==> config.mk <==
export PLATFORM = sky130hd
export DESIGN_NAME = vga_scan_engine
export DESIGN_NICKNAME = d
export VERILOG_FILES = /design/src/rtl/vga_pkg.sv /design/src/rtl/vga_delay_line.sv /design/src/rtl/vga_scan_engine.sv
export SDC_FILE = /design/constraint.sdc
export NUM_CORES = 1
export LEC_CHECK = 0
export ABC_CLOCK_PERIOD_IN_PS = 4700
export CORE_MARGIN = 8
export CORE_UTILIZATION = 53
export DETAILED_ROUTE_END_ITERATION = 8
export GPL_TIMING_DRIVEN = 0
export PLACE_DENSITY = 0.88
export SLEW_MARGIN = 20
export SYNTH_ARGS = -nofsm -noshare
export SYNTH_HDL_FRONTEND = slang
export SYNTH_SLANG_ARGS = --single-unit
==> constraint.sdc <==
create_clock -name clk -period 4.7 [get_ports clk]
set_input_delay 0.94 -clock clk [delete_from_list [all_inputs] [get_ports clk]]
set_output_delay 0.94 -clock clk [all_outputs]
set_load 0.05 [all_outputs]
==> src/rtl/vga_pkg.sv <==
// vga_pkg: 640x480@60 timing constants, timing struct, colour modes and RGB332 expansion
package vga_pkg;

    typedef struct packed {
        int h_active;
        int h_fp;
        int h_sync;
        int h_bp;
        int v_active;
        int v_fp;
        int v_sync;
        int v_bp;
    } vga_timing_t;

    localparam vga_timing_t VGA_640X480 = '{640, 16, 96, 48, 480, 10, 2, 33};

    typedef enum logic {RGB332, GRAY8} color_mode_e;

    typedef enum logic {PARK, SCAN} scan_state_e;

    function automatic logic [23:0] colour(input logic [7:0] p, input color_mode_e m);
        return (m == GRAY8) ? {p, p, p}
                            : {p[7:5], p[7:5], p[7:6], p[4:2], p[4:2], p[4:3], {4{p[1:0]}}};
    endfunction

endpackage

==> src/rtl/vga_delay_line.sv <==
// vga_delay_line: D-stage register pipeline with per-bit reset value
module vga_delay_line #(
    parameter int W = 1,
    parameter int D = 1,
    parameter logic [W-1:0] RST = '0
) (
    input  logic         clk,
    input  logic         rst,
    input  logic [W-1:0] d,
    output logic [W-1:0] q
);

    logic [W-1:0] pipe [D];

    always_ff @(posedge clk or posedge rst) begin
        if (rst) begin
            for (int i = 0; i < D; i++) pipe[i] <= RST;
        end else begin
            pipe[0] <= d;
            for (int i = 1; i < D; i++) pipe[i] <= pipe[i-1];
        end
    end

    assign q = pipe[D-1];

endmodule

==> src/rtl/vga_scan_engine.sv <==
// vga_scan_engine: VGA raster timing, framebuffer fetch and colour pipeline
module vga_scan_engine
    import vga_pkg::*;
#(
    parameter int H_ACTIVE = VGA_640X480.h_active,
    parameter int H_FP     = VGA_640X480.h_fp,
    parameter int H_SYNC   = VGA_640X480.h_sync,
    parameter int H_BP     = VGA_640X480.h_bp,
    parameter int V_ACTIVE = VGA_640X480.v_active,
    parameter int V_FP     = VGA_640X480.v_fp,
    parameter int V_SYNC   = VGA_640X480.v_sync,
    parameter int V_BP     = VGA_640X480.v_bp,
    parameter int SCALE    = 1,
    parameter int RD_LAT   = 1,
    parameter bit HS_POL   = 1'b0,
    parameter bit VS_POL   = 1'b0,
    parameter int CW       = 10,
    localparam int ADDR_W  = $clog2((H_ACTIVE / SCALE) * (V_ACTIVE / SCALE))
) (
    input  logic              clk,
    input  logic              rst,
    input  logic              en,
    input  logic              mode,
    output logic              fb_rd,
    output logic [ADDR_W-1:0] fb_addr,
    input  logic [7:0]        pixel,
    output logic              h_sync,
    output logic              v_sync,
    output logic              sync_b,
    output logic              blank_b,
    output logic [7:0]        red,
    output logic [7:0]        green,
    output logic [7:0]        blue,
    output logic [CW-1:0]     x,
    output logic [CW-1:0]     y,
    output logic              frame_start
);

    localparam int HW = H_ACTIVE / SCALE;
    localparam int SH = $clog2(SCALE);
    localparam logic [CW-1:0] HA    = CW'(H_ACTIVE);
    localparam logic [CW-1:0] HS0   = CW'(H_ACTIVE + H_FP);
    localparam logic [CW-1:0] HS1   = CW'(H_ACTIVE + H_FP + H_SYNC);
    localparam logic [CW-1:0] HE    = CW'(H_ACTIVE + H_FP + H_SYNC + H_BP - 1);
    localparam logic [CW-1:0] VA    = CW'(V_ACTIVE);
    localparam logic [CW-1:0] VS0   = CW'(V_ACTIVE + V_FP);
    localparam logic [CW-1:0] VS1   = CW'(V_ACTIVE + V_FP + V_SYNC);
    localparam logic [CW-1:0] VE    = CW'(V_ACTIVE + V_FP + V_SYNC + V_BP - 1);
    localparam logic [CW-1:0] SMASK = CW'(SCALE - 1);

    scan_state_e       state, state_nx;
    color_mode_e       mode_q;
    logic [CW-1:0]     h_cnt, v_cnt, v_nx;
    logic [ADDR_W-1:0] row_base, addr_q, addr_now;
    logic              h_end, v_end, f_end, active, hs_raw, vs_raw, fs_raw;
    logic [2*CW+3:0]   tm_d, tm_q;
    logic [1:0]        c_q;
    logic [23:0]       rgb;

    assign h_end    = h_cnt == HE;
    assign v_end    = v_cnt == VE;
    assign f_end    = h_end && v_end;
    assign v_nx     = v_cnt + 1'b1;
    assign addr_now = row_base + ADDR_W'(h_cnt >> SH);

    always_ff @(posedge clk or posedge rst) begin
        if (rst) state <= PARK;
        else     state <= state_nx;
    end

    // en is only honoured when parked or on the last pixel of a frame
    always_comb begin
        state_nx = (state == PARK) ? (en ? SCAN : PARK) : ((f_end && !en) ? PARK : SCAN);
    end

    always_comb begin
        active  = (state == SCAN) && (h_cnt < HA) && (v_cnt < VA);
        hs_raw  = (h_cnt >= HS0 && h_cnt < HS1) ? HS_POL : !HS_POL;
        vs_raw  = (v_cnt >= VS0 && v_cnt < VS1) ? VS_POL : !VS_POL;
        fs_raw  = (state == SCAN) && (h_cnt == '0) && (v_cnt == '0);
        fb_rd   = active;
        fb_addr = active ? addr_now : addr_q;
    end

    // row_base advances by one scaled row each time a SCALE-line group completes
    always_ff @(posedge clk or posedge rst) begin
        if (rst) begin
            h_cnt    <= '0;
            v_cnt    <= '0;
            row_base <= '0;
            addr_q   <= '0;
            mode_q   <= RGB332;
        end else begin
            h_cnt    <= (state == SCAN && !h_end) ? h_cnt + 1'b1 : '0;
            v_cnt    <= (state != SCAN || f_end) ? '0 : v_cnt + CW'(h_end);
            row_base <= (state != SCAN || f_end) ? '0
                      : (h_end && (v_nx & SMASK) == '0) ? row_base + ADDR_W'(HW) : row_base;
            if (active) addr_q <= addr_now;
            if ((state == PARK) ? en : f_end) mode_q <= color_mode_e'(mode);
        end
    end

    assign tm_d = {hs_raw, vs_raw, active, fs_raw, h_cnt, v_cnt};

    vga_delay_line #(
        .W   (2*CW + 4),
        .D   (RD_LAT + 1),
        .RST ({!HS_POL, !VS_POL, {(2*CW + 2){1'b0}}})
    ) u_timing (
        .clk (clk),
        .rst (rst),
        .d   (tm_d),
        .q   (tm_q)
    );

    // colour control trails the fetch by RD_LAT so it meets the returned pixel
    vga_delay_line #(
        .W   (2),
        .D   (RD_LAT),
        .RST (2'b00)
    ) u_ctrl (
        .clk (clk),
        .rst (rst),
        .d   ({active, mode_q == GRAY8}),
        .q   (c_q)
    );

    always_ff @(posedge clk or posedge rst) begin
        if (rst) rgb <= '0;
        else     rgb <= c_q[1] ? colour(pixel, c_q[0] ? GRAY8 : RGB332) : '0;
    end

    assign {h_sync, v_sync, blank_b, frame_start, x, y} = tm_q;
    assign {red, green, blue} = rgb;
    assign sync_b = 1'b0;

endmodule

Word level (Yosys, flattened, before mapping)
Cells that the tools add are included.
{ "word_totals": {"input_bits": 12, "out_inout_bits": 69, "ff_bits": 134, "elab_cells": 52} }
{ "classes": {"muxes": 14, "magnitude_cmp": 6, "bitwise": 1, "add_sub_neg": 4, "n_reduce_logical": 15, "eq_ne": 2} }
{ "op_table": {"columns": ["cell", "n"], "rows": [
  ["two-way mux 19 bit", 3],
  ["two-way mux 24 bit", 1],
  ["two-way mux 21 bit", 1],
  ["== test 10 bit (second input constant)", 2],
  ["zero test 10 bit", 2],
  ["less-than comparator 10 bit (second input constant)", 2],
  ["less-than comparator 10 x 9 -> 1 bit (second input constant)", 2],
  ["two-way mux 10 bit", 2],
  ["adder 19 x 10 -> 19 bit", 1],
  ["adder 19 x 10 -> 19 bit (second input constant)", 1],
  ["adder 10 x 1 -> 10 bit", 1],
  ["adder 10 x 1 -> 10 bit (second input constant)", 1],
  [">= comparator 10 bit (second input constant)", 1],
  [">= comparator 10 x 9 -> 1 bit (second input constant)", 1],
  ["logical AND 1 bit", 9],
  ["two-way mux 1 bit", 7],
  ["zero test 1 bit", 2],
  ["nonzero test 2 bit", 1],
  ["logical OR 1 bit", 1],
  ["inverter 1 bit", 1]
]} }

Longest topological paths before layout
{ "logic_depth": {"depth_word": 5, "ltp_mapped": 10, "depth_no_buf": 10} }

Modules after synthesis
From an unflattened synthesis, not the netlist that was laid out.
{ "unflattened": {"hier_cells": 427, "hier_area_um2": 4944.7} }
{ "by_module_without_submodules": {"columns": ["mod", "seq_area_each_um2", "cells_per_inst", "instances", "area_per_inst_um2"], "rows": [
  ["vga_scan_engine", 1926.8, 351, 1, 3500.9],
  ["vga_delay_line (u_timing)", 1206.2, 73, 1, 1390.1],
  ["vga_delay_line (u_ctrl)", 50.0, 3, 1, 53.8]
]} }

Worst setup path after synthesis
No wires, ideal clock.
{ "synth_timing": {"kind": "reg-to-output", "startpoint": "register h_cnt[8]", "endpoint": "output port fb_addr[16]", "t_required_ns": 3.760, "arrival_ns": 2.691, "n_path_buf": 0, "slack_ns": 1.069, "path_stages_with_launch": 7, "path_cell_list": "dfrtp_1 ha_1 a21oi_1 o21bai_1 o21ai_0 xor2_1 o21ai_0"} }
{ "synth_via": {"elab_chain_cells": 4, "word_cells_on_any_way": 5, "classes_between": "add/sub: 1; order compare: 1; mux: 1; reduce/logical: 2"} }
{ "synth_rtl": {"columns": ["element", "line_no", "source"], "rows": [
  ["start, declared", "vga_scan_engine.sv:53", "logic [CW-1:0] h_cnt, v_cnt, v_nx;"],
  ["start signal, assigned", "vga_scan_engine.sv:94", "h_cnt <= (state == SCAN && !h_end) ? h_cnt + 1'b1 : '0;"],
  ["parallel branches: the longest is 3 deep, another holds adder 19 x 10 -> 19 bit", null, null],
  ["two-way mux 19 bit *", "vga_scan_engine.sv:82", "fb_addr = active ? addr_now : addr_q;"],
  ["end, declared", "vga_scan_engine.sv:25", "output logic [ADDR_W-1:0] fb_addr,"]
]} }
Every way passes the cells marked *.

Worst setup path after layout
{ "layout_timing": {"startpoint": "register h_cnt[8]", "endpoint": "output port fb_addr[13]"} }
The elaborated chain is that of the path after synthesis.

==> flow_summary.yaml <==
sta:
  max_freq_mhz: 215
  finalCriticalPeriod_ps: 4640
  finalClockSkew_ps: 8.37
  tightest_slew_ps: 619
  hold_slack_ps: 347
  drv_slew: 0
  hold_viol_final: 0
  setup_viol: 0
  fin_crit_sh_pct: 98.8
  maxSlewHeadroom_pct: 58.4
  worst_slack_ps: 57.4
global_route:
  antenna_found_initial: 0
  globalRoute.totalOverflow: 0
  first_global_vias: 3744
  grt_pass1_wl_um: 18700
  grt_usage_pct: 19.0
  grt_max_degree: 71
route:
  wl_per_cell_um: 17.6
  drtIter0Drc: 231
  num_vias: 3477
  wl_um: 11300
  avgViaCountPerCell: 5.42
  drc: 0
  ant_nets: 0
  drt-pass1-iter-count: 5
power:
  p_leak_uw: 0.00300
  total_power_uw: 2550
  cellPowerDensity_nw_per_um2: 394
  peakVddDrop_mv: 0.225
hold_path:
  hold_start: "u_timing.pipe[37]"
  hold_class: "flop to flop"
floorplanning:
  start_util_pct: 53.8
  die_area_um2: 12500
  die_w_um: 112
  die_h_um: 112
  rows: 35
  num_io_pins: 81
  coreArea_um2: 9060
logic_synthesis:
  synth_edf_count: 0
  ys_async_sr_fraction_pct: 100
  ys.flop_type: "dfrtp_1"
  synth_cells: 418
  syn_area_um2: 4880
  ys_ff_latch: 126
  syn-mean-instance-area_um2: 11.7
  synth_cell_type_count: 36
  synth-seq-area-share_pct: 64.7
  ys.warnings.count: 0
clock_tree:
  root_buffer: "clkbuf_8"
  clk_pin_slew_ps: 60
  holdBufCountCts: 0
  cts_tree: "yes"
  clk_latency_ps: 520
  cts_buffers: 17
  cts_buffer_depth: 2
  clock_sinks: 126
  h-tree-depth: 4
worst_setup_path:
  worst_path_largest_cell_delay_ps: 910
  end_kind: "output port"
  cp.arrival_ps: 3700
  worstPathRequired_ps: 3760
  crit_type: "flop to output port"
  crit-reg2reg-launch: "h_cnt[0]"
  cp_max_fo: 9
  crit_chain: "ha_1 > a21oi_1 > o21bai_2 > and4_1 > xnor2_1 > o21ai_0 > clkdlybuf4s50_1"
  crit_start: "h_cnt[8]"
  worst_path_max_delay_cell: "clkdlybuf4s50_1"
  start_kind: "flop"
finish:
  fillers: 551
  diodes: 0
  layout-drive-gt1-share_pct: 13.7
  fin_area_um2: 6470
  area_delta_synth_final_pct: 32.5
  finalNetCount: 539
placement:
  dp_slack_ps: 829
  dpl_cell_area_um2: 5850
  hpwl_um: 7280
  place.gp.congestion: 0.833
  io_buffers: 79
flow_run:
  maxCapViolations: 0
run_status:
  status: "completed"
-- power by group --
group / leakage, µW / total [µW] / internal (µW) / switching [µW]
clock: 0.000300 / 1340 / 848 / 495
combinational: 0.00108 / 108 / 32.1 / 76.1
sequential: 0.00162 / 1100 / 1100 / 3.48
-- cell families (layout without fill, tap and decap cells) --
family          after synthesis  in the layout  share of synthesized area, %
mux                           5              5                          1.20
flops                       126            126                          64.7
simple gates                136            136                          13.4
fa+ha+maj                     9              9                          2.31
buf+inv                      54            166                          5.90
other cells                   1              2                        0.0768
xor+xnor                     37             37                          6.64
compound gates               50             50                          5.72
-- sequential cells by signal (all words and copies together), names as in the netlist --
register       cells
row_base          12
v_cnt             10
h_cnt             10
u_ctrl.q           1
mode_q             1
u_timing.pipe     24
state              1
rgb               24
addr_q            19
u_timing.q        24
-- cells in the mapped netlist (5+ instances only) --
library cell  instances  share of area [%]
a21oi_1               6               0.62
clkbuf_1             11               0.85
nor2_1               35                2.7
inv_1                17                1.3
or3_1                 5               0.64
xor2_1               18                3.2
buf_2                 5               0.51
nor4_1                5               0.64
nand3_1              15                1.5
nand4_1               6               0.77
o21ai_0              38                3.9
xnor2_1              19                3.4
and3_1                8                1.0
nand2_1              44                3.4
ha_1                  9                2.3
buf_4                21                3.2
dfrtp_1             122                 63
-- routing by layer --
layer | global-route usage (%) | part of all wire [%] | routed length (µm)
met4 | 9.80 | 3.0 | 342
met2 | 32.6 | 53 | 5990
met1 | 20.4 | 38 | 4270
met3 | 6.39 | 6.4 | 721
met5 | 0 | 0 | 0
-- timing repair --
item | 4_1_cts | 5_1_grt
endpoints found under the setup margin | 0 | 3
gates resized for setup | 0 | 1
buffers inserted | 0 | 0
-- final timing paths --
path / endpoint / slack [ps] / cells past startpoint
max: fb_addr[13] / 60 / 7
min: u_timing.q[13] / 350 / 0
max reg2reg: v_cnt[9] / 1940 / 10
min reg2reg: u_timing.q[13] / 350 / 0
max in group asynchronous: u_timing.q[23] / 3110 / 3
min in group asynchronous: u_timing.q[18] / 860 / 2
-- metrics by stage --
step                setup TNS (ps)  instances  utilization [%]
detailed placement               0        610             64.5
global placement           -113950        609             64.1
finish                           0        642             71.3
CTS                              0        642             71.3
global route                 -42.4        642             71.3
floorplan                        0        419                -
-- cell usage in the layout, fill, tap and decap left out, types with 8 or more instances in the layout --
cell / netlist / layout
clkdlybuf4s50_1: 0 / 79
nand3_1: 15 / 15
xor2_1: 18 / 18
xnor2_1: 19 / 19
and3_1: 8 / 8
ha_1: 9 / 9
nand2_1: 44 / 44
dfrtp_1: 122 / 122
nor2_1: 35 / 35
inv_1: 17 / 16
clkbuf_16: 0 / 16
clkbuf_1: 11 / 11
buf_4: 21 / 21
o21ai_0: 38 / 38
-- critical path: cells and delay by family, from the launching register on --
kind / cells / cell delay (ps)
buffers and inverters: 1 / 910
DFF: 1 / 510
and+or+nand+nor: 1 / 260
AOI/OAI and AO/OA: 3 / 970
xor gates and xnor gates: 1 / 120
adders and majority gates: 1 / 410
-- final cells by class --
class | instances | area (µm²) | area share [%]
plain buffers | 37 | 224 | 3.46
clock buffers | 19 | 442 | 6.83
clock inverters | 13 | 176 | 2.73
inverters | 17 | 68.8 | 1.06
multi-input cells | 239 | 1440 | 22.3
flip-flops and latches | 126 | 3160 | 48.8
well taps | 111 | 139 | 2.15
repair buffers | 80 | 818 | 12.7
Power figures use the tool's default switching activity.
